--- config.mk ---
export PLATFORM = sky130hd
export DESIGN_NAME = mem_access
export DESIGN_NICKNAME = d
export VERILOG_FILES = /design/src/rtl/mem_access.sv
export SDC_FILE = /design/constraint.sdc
export NUM_CORES = 1
export LEC_CHECK = 0
export BUFFER_PORTS_ARGS = -buffer_cell sky130_fd_sc_hd__buf_2
export CAP_MARGIN = 20
export CORE_MARGIN = 2
export CORE_UTILIZATION = 47
export DETAILED_ROUTE_END_ITERATION = 16
export GPL_TIMING_DRIVEN = 0
export PLACE_DENSITY = 0.84
export SLEW_MARGIN = 20
export SYNTH_ARGS = -nofsm -noshare
export SYNTH_HDL_FRONTEND = slang
export SYNTH_SLANG_ARGS = --single-unit
--- constraint.sdc ---
create_clock -name clk -period 3.1 [get_ports clk]
set_input_delay 0.62 -clock clk [delete_from_list [all_inputs] [get_ports clk]]
set_output_delay 0.62 -clock clk [all_outputs]
set_load 0.005 [all_outputs]
--- src/rtl/mem_access.sv ---
// mem_access: pipeline memory stage, single-outstanding req/ack data bus.
// Optional MEM_ALIGN_CHECK_EN: misaligned halfword/word accesses raise exc_adel/exc_ades.
module mem_access (
  input  logic        clk,
  input  logic        rst,
  input  logic [4:0]  mem_wd,
  input  logic        mem_wreg,
  input  logic [31:0] mem_wdata,
  input  logic [3:0]  mem_op,
  input  logic [31:0] mem_addr,
  input  logic [31:0] mem_sdata,
  output logic        bus_req,
  output logic        bus_we,
  output logic [31:0] bus_addr,
  output logic [3:0]  bus_sel,
  output logic [31:0] bus_wdata,
  input  logic [31:0] bus_rdata,
  input  logic        bus_ack,
  output logic        stallreq,
  output logic [4:0]  wb_wd,
  output logic        wb_wreg,
  output logic [31:0] wb_wdata,
  output logic        exc_adel,
  output logic        exc_ades
);

  typedef enum logic [1:0] {
    IDLE,
    WAIT,
    DONE
  } state_t;

  state_t      state_q, state_d;
  logic        req_q, req_d;
  logic        we_q, we_d;
  logic [31:0] addr_q, addr_d;
  logic [3:0]  sel_q, sel_d;
  logic [31:0] wdata_q, wdata_d;
  logic [31:0] rdata_q, rdata_d;

  logic        is_ld, is_st, sz_b, sz_h, sz_w, misal;
  logic [3:0]  sel_c;
  logic [31:0] wdata_c, ld_val;
  logic [7:0]  byte_v;
  logic [15:0] half_v;

  // Decode op into direction and access size.
  always_comb begin
    is_ld = 1'b0;
    is_st = 1'b0;
    sz_b  = 1'b0;
    sz_h  = 1'b0;
    sz_w  = 1'b0;
    case (mem_op)
      4'd1, 4'd2: begin is_ld = 1'b1; sz_b = 1'b1; end
      4'd3, 4'd4: begin is_ld = 1'b1; sz_h = 1'b1; end
      4'd5:       begin is_ld = 1'b1; sz_w = 1'b1; end
      4'd6:       begin is_st = 1'b1; sz_b = 1'b1; end
      4'd7:       begin is_st = 1'b1; sz_h = 1'b1; end
      4'd8:       begin is_st = 1'b1; sz_w = 1'b1; end
      default:    ;
    endcase
  end

  // Misalignment detect; without the check, low bits are simply ignored.
  always_comb begin
`ifdef MEM_ALIGN_CHECK_EN
    misal = (sz_h && mem_addr[0]) ||
            (sz_w && (mem_addr[1:0] != 2'b00));
`else
    misal = 1'b0;
`endif
  end

  // Byte lanes and lane-replicated store data.
  always_comb begin
    sel_c   = 4'b1111;
    wdata_c = mem_sdata;
    if (sz_b) begin
      sel_c   = 4'b0001 << mem_addr[1:0];
      wdata_c = {4{mem_sdata[7:0]}};
    end else if (sz_h) begin
      sel_c   = mem_addr[1] ? 4'b1100 : 4'b0011;
      wdata_c = {2{mem_sdata[15:0]}};
    end
  end

  // Load value extraction from the captured read word.
  always_comb begin
    case (mem_addr[1:0])
      2'd0:    byte_v = rdata_q[7:0];
      2'd1:    byte_v = rdata_q[15:8];
      2'd2:    byte_v = rdata_q[23:16];
      default: byte_v = rdata_q[31:24];
    endcase
    half_v = mem_addr[1] ? rdata_q[31:16] : rdata_q[15:0];
    case (mem_op)
      4'd1:    ld_val = {{24{byte_v[7]}}, byte_v};
      4'd2:    ld_val = {24'b0, byte_v};
      4'd3:    ld_val = {{16{half_v[15]}}, half_v};
      4'd4:    ld_val = {16'b0, half_v};
      default: ld_val = rdata_q;
    endcase
  end

  // Access FSM: next state, bus register loads, stage outputs.
  always_comb begin
    state_d  = state_q;
    req_d    = req_q;
    we_d     = we_q;
    addr_d   = addr_q;
    sel_d    = sel_q;
    wdata_d  = wdata_q;
    rdata_d  = rdata_q;
    stallreq = 1'b0;
    wb_wd    = mem_wd;
    wb_wreg  = mem_wreg;
    wb_wdata = mem_wdata;
    exc_adel = 1'b0;
    exc_ades = 1'b0;
    case (state_q)
      IDLE: begin
        if (is_ld || is_st) begin
          wb_wreg = 1'b0;
          if (misal) begin
            exc_adel = is_ld;
            exc_ades = is_st;
          end else begin
            stallreq = 1'b1;
            state_d  = WAIT;
            req_d    = 1'b1;
            we_d     = is_st;
            addr_d   = {mem_addr[31:2], 2'b00};
            sel_d    = sel_c;
            wdata_d  = wdata_c;
          end
        end
      end
      WAIT: begin
        stallreq = 1'b1;
        wb_wreg  = 1'b0;
        if (bus_ack) begin
          rdata_d = bus_rdata;
          req_d   = 1'b0;
          state_d = DONE;
        end
      end
      DONE: begin
        if (is_ld) wb_wdata = ld_val;
        state_d = IDLE;
      end
      default: state_d = IDLE;
    endcase
    if (rst) begin
      stallreq = 1'b0;
      wb_wd    = 5'd0;
      wb_wreg  = 1'b0;
      wb_wdata = 32'd0;
      exc_adel = 1'b0;
      exc_ades = 1'b0;
    end
  end

  // State and bus registers, synchronous reset.
  always_ff @(posedge clk) begin
    if (rst) begin
      state_q <= IDLE;
      req_q   <= 1'b0;
      we_q    <= 1'b0;
      addr_q  <= 32'd0;
      sel_q   <= 4'd0;
      wdata_q <= 32'd0;
      rdata_q <= 32'd0;
    end else begin
      state_q <= state_d;
      req_q   <= req_d;
      we_q    <= we_d;
      addr_q  <= addr_d;
      sel_q   <= sel_d;
      wdata_q <= wdata_d;
      rdata_q <= rdata_d;
    end
  end

  assign bus_req   = req_q;
  assign bus_we    = we_q;
  assign bus_addr  = addr_q;
  assign bus_sel   = sel_q;
  assign bus_wdata = wdata_q;

endmodule

==> metrics list <==
- Worst hold path type: reg -> reg
* Final period utilization: 99.50%
- The worst setup path is launched from a primary input.
- For this block, the initial DRC count from the detailed router was 358.
- Counting flops with an async set or reset pin after synthesis yields a share of 0%.
- Arr. time, crit path: 2.46 ns
- Die boundary height: 110.3 um
- Routed wire length per instance: 17.04 um
* Total of endpoints with negative setup slack in the final report: 0
- Die span in x: 110.3 um
- The count of buffers added on input and output ports is between 200 and 250.
* Maximum clock insertion buffer count: 2
* Post-route minimum period: around 3.1 ns
- Layout cells sized above 1: 36.38%
- At the worst endpoint, the required time is 2.48 ns.
- Post-synth EDFFs: 0
* Number of levels the H-tree was split into: 3
* Static leakage: 3.158 nW
- Clock tree synthesis selected as its root buffer the cell sky130_fd_sc_hd__clkbuf_16.
- STA classifies the critical path endpoint as an output pin.
- Count of state elements after synthesis: 102
- In this run the register-to-register setup slack is 1.23 ns.
* Area of the die: 12170 sq um
* Final hold violation count: 0
- Via count of the first global-routing pass: between 5000 and 6000
- Setup repair after global routing missed its margin: true
- Final Slew Violations: 0
* Final ANT Viol Nets: 0
* Via count of the routed design: 5672
- For this run, the post-layout net count is 1043.
- Distinct cells, synth: 51
* Synth-to-Final Area Change: 33.06%
- Along the worst path, the maximum fanout reaches 10.
* Final Skew: 0.008093 ns
- TritonCTS built the clock tree.
* Diode count: 0
- VDD IR-drop max: slightly above 0.4 mV
- DRC violations left: 0
- The first global-routing pass estimated 26.81 mm of wire.
* Worst Tran Pin Value: 0.5927 ns
- Number of non-filler instances in the completed layout: 1047
* Gate Count Post-Synth: 641
- The number of antenna violations at the first check in global routing came to 0.
- For the worst-skew pair, the clock arrives at the later sink with an insertion delay of 0.35 ns.
- Overall routing resource usage: 28.55%
- Clock tree synthesis found a total of 102 sinks.
- Routed vias/inst: 5.417
* Result of the run: finished clean
- The design draws roughly 3.3 mW.
- CP Class: in -> out
- Cells after DPL: 1028
- After global routing the overflow that remains totals 0.
- Timing would allow up to 324.2 MHz.
* TritonRoute pass-1 iters: 6
- Synth warnings: 0
- Most common cell after layout, fill and taps aside: sky130_fd_sc_hd__buf_2
- Commonest cells after routing, fill and taps aside: sky130_fd_sc_hd__buf_2, sky130_fd_sc_hd__nand2_1, sky130_fd_sc_hd__dfxtp_1
* Weighted congestion reported at the end of routability-driven placement: 0.9440
* Initial Utilization: 48.59%
- Power per cell area: 465.9 nW/um^2
- TritonCTS created 9 clock buffers.
- After legalization and detailed placement, the total HPWL measured 13.91 mm.
* Maximum number of pins on one net before global-route repair: 21
- The mapped netlist covers between 5000 and 6000 sq um.
- Headroom to the max-slew limit came out at 60.49%.
- Post-Synthesis Mean Instance Area: 8.290 sq um
* Overall routed net length: 17.85 mm
* Sequential area share after synthesis: 38.43%
- The tool flagged a number of max-cap violations equal to 0.
* FP Rows: 38
* Post-synth top flop: sky130_fd_sc_hd__dfxtp_1
- Clock-pin slew was measured on the worst setup and hold paths at 0.07 ns.
- During I/O placement, the number of pins put on the boundary was 252.
* Floorplan core area: 10940 sq um
[area by class of cell]
| type | count | area, sq um |
|---|---|---|
| multi-input cells | 466 | 2927 |
| fillers | 1012 | 3865 |
| well taps | 140 | 175.2 |
| flip-flops and latches | 102 | 2042 |
| clock buffers | 9 | 225.2 |
| inverters | 13 | 48.80 |
| repair buffers | 247 | 1244 |
| plain buffers | 63 | 336.6 |
| clock inverters | 7 | 72.57 |
[report_power, final]
group          leakage, nW  switching (mW)  internal, mW
Combinational         2.18           0.382         0.311
Sequential           0.837          0.0637          1.41
Clock                0.143           0.558         0.573
[Yosys cell counts, types with 2 or more instances]
cell,number,share of area [%]
sky130_fd_sc_hd__nand2_1,158,11
sky130_fd_sc_hd__dfxtp_1,102,38
sky130_fd_sc_hd__a21oi_1,77,7.3
sky130_fd_sc_hd__nor2_1,45,3.2
sky130_fd_sc_hd__clkbuf_1,29,2.0
sky130_fd_sc_hd__a211oi_1,28,4.0
sky130_fd_sc_hd__mux2i_1,24,4.5
sky130_fd_sc_hd__buf_2,18,1.7
sky130_fd_sc_hd__inv_1,13,0.92
sky130_fd_sc_hd__nor3_1,12,1.1
sky130_fd_sc_hd__o2bb2ai_2,10,2.8
sky130_fd_sc_hd__a22o_1,9,1.5
sky130_fd_sc_hd__o21bai_1,9,1.3
sky130_fd_sc_hd__nand4_1,8,0.94
sky130_fd_sc_hd__o21ai_0,8,0.75
sky130_fd_sc_hd__o221ai_1,8,1.3
sky130_fd_sc_hd__buf_4,7,0.99
sky130_fd_sc_hd__mux4_1,7,3.5
sky130_fd_sc_hd__nor2b_1,6,0.71
sky130_fd_sc_hd__o2bb2ai_1,6,0.99
sky130_fd_sc_hd__a311oi_2,5,1.4
sky130_fd_sc_hd__buf_6,5,1.1
sky130_fd_sc_hd__a32o_1,4,0.75
sky130_fd_sc_hd__nand2b_1,4,0.47
sky130_fd_sc_hd__buf_1,3,0.21
sky130_fd_sc_hd__o21a_1,3,0.42
sky130_fd_sc_hd__a211oi_4,2,0.75
sky130_fd_sc_hd__a311oi_1,2,0.33
sky130_fd_sc_hd__and3_1,2,0.24
sky130_fd_sc_hd__mux2_2,2,0.42
sky130_fd_sc_hd__nand3b_1,2,0.28
sky130_fd_sc_hd__nor3b_1,2,0.28
sky130_fd_sc_hd__or2_2,2,0.24
sky130_fd_sc_hd__or3b_1,2,0.33
[registers in the layout (all words and copies together) (netlist names)]
signal and count:
state_q 2, rdata_q 32, bus_req 1, bus_wdata 32
bus_we 1, bus_addr 30, bus_sel 4
[cell families (layout without fill, tap and decap cells)]
family | Yosys count | after routing | synth area share, %
flops | 102 | 102 | 38.43
compound gates | 177 | 177 | 25.12
buf+inv | 76 | 339 | 7.205
mux | 34 | 34 | 8.830
xor+xnor | 2 | 2 | 0.4710
other cells | 1 | 4 | 0.07057
simple gates | 249 | 249 | 19.87
[through the flow]
step                setup TNS (ns)  worst slack, ns  util (%)  cell area, sq um  hold slack, ns
floorplan                        0           0.3977         -              5325          0.4411
global placement          -0.03230         -0.01335     61.46              6721          0.4391
detailed placement         -0.2544         -0.03372     61.46              6721          0.4435
CTS                              0          0.02593     64.34              7036          0.4537
global route              -0.07888         -0.02486     64.66              7071          0.4705
finish                           0          0.01555     64.66              7071          0.4524
[worst max-delay path: stages]
cell                       delay, ns
sky130_fd_sc_hd__buf_2          0.11
sky130_fd_sc_hd__buf_2          0.20
sky130_fd_sc_hd__or3b_4         0.43
sky130_fd_sc_hd__a2111o_1       0.35
sky130_fd_sc_hd__buf_2          0.19
sky130_fd_sc_hd__a211oi_1       0.26
sky130_fd_sc_hd__a22o_1         0.19
sky130_fd_sc_hd__buf_2          0.11
[layer usage]
layer  vias up  GRT usage, %  routed length [um]
met5         -             0                   0
met4         0         7.411                 251
met1      2616         36.99                7084
met3        21         6.467                1791
li1       2771             -                   -
met2       264         48.12                8717
[path summary, 6_finish.rpt]
kind,cells past startpoint,endpoint,start
setup / recovery,8,wb_wdata[2],mem_op[3]
setup reg to reg,5,bus_wdata[27],state_q[1]
hold / removal,2,bus_addr[15],bus_addr[15]
hold reg to reg,2,bus_addr[15],bus_addr[15]
[repair_timing]
action | CTS | global route
endpoints found under the hold margin | 0 | 0
resized for setup | 2 | 5
hold buffers | 0 | 0
endpoints found under the setup margin | 16 | 27
pin swaps | 1 | 2
setup buffers | 0 | 3
Power figures use the tool's default switching activity.
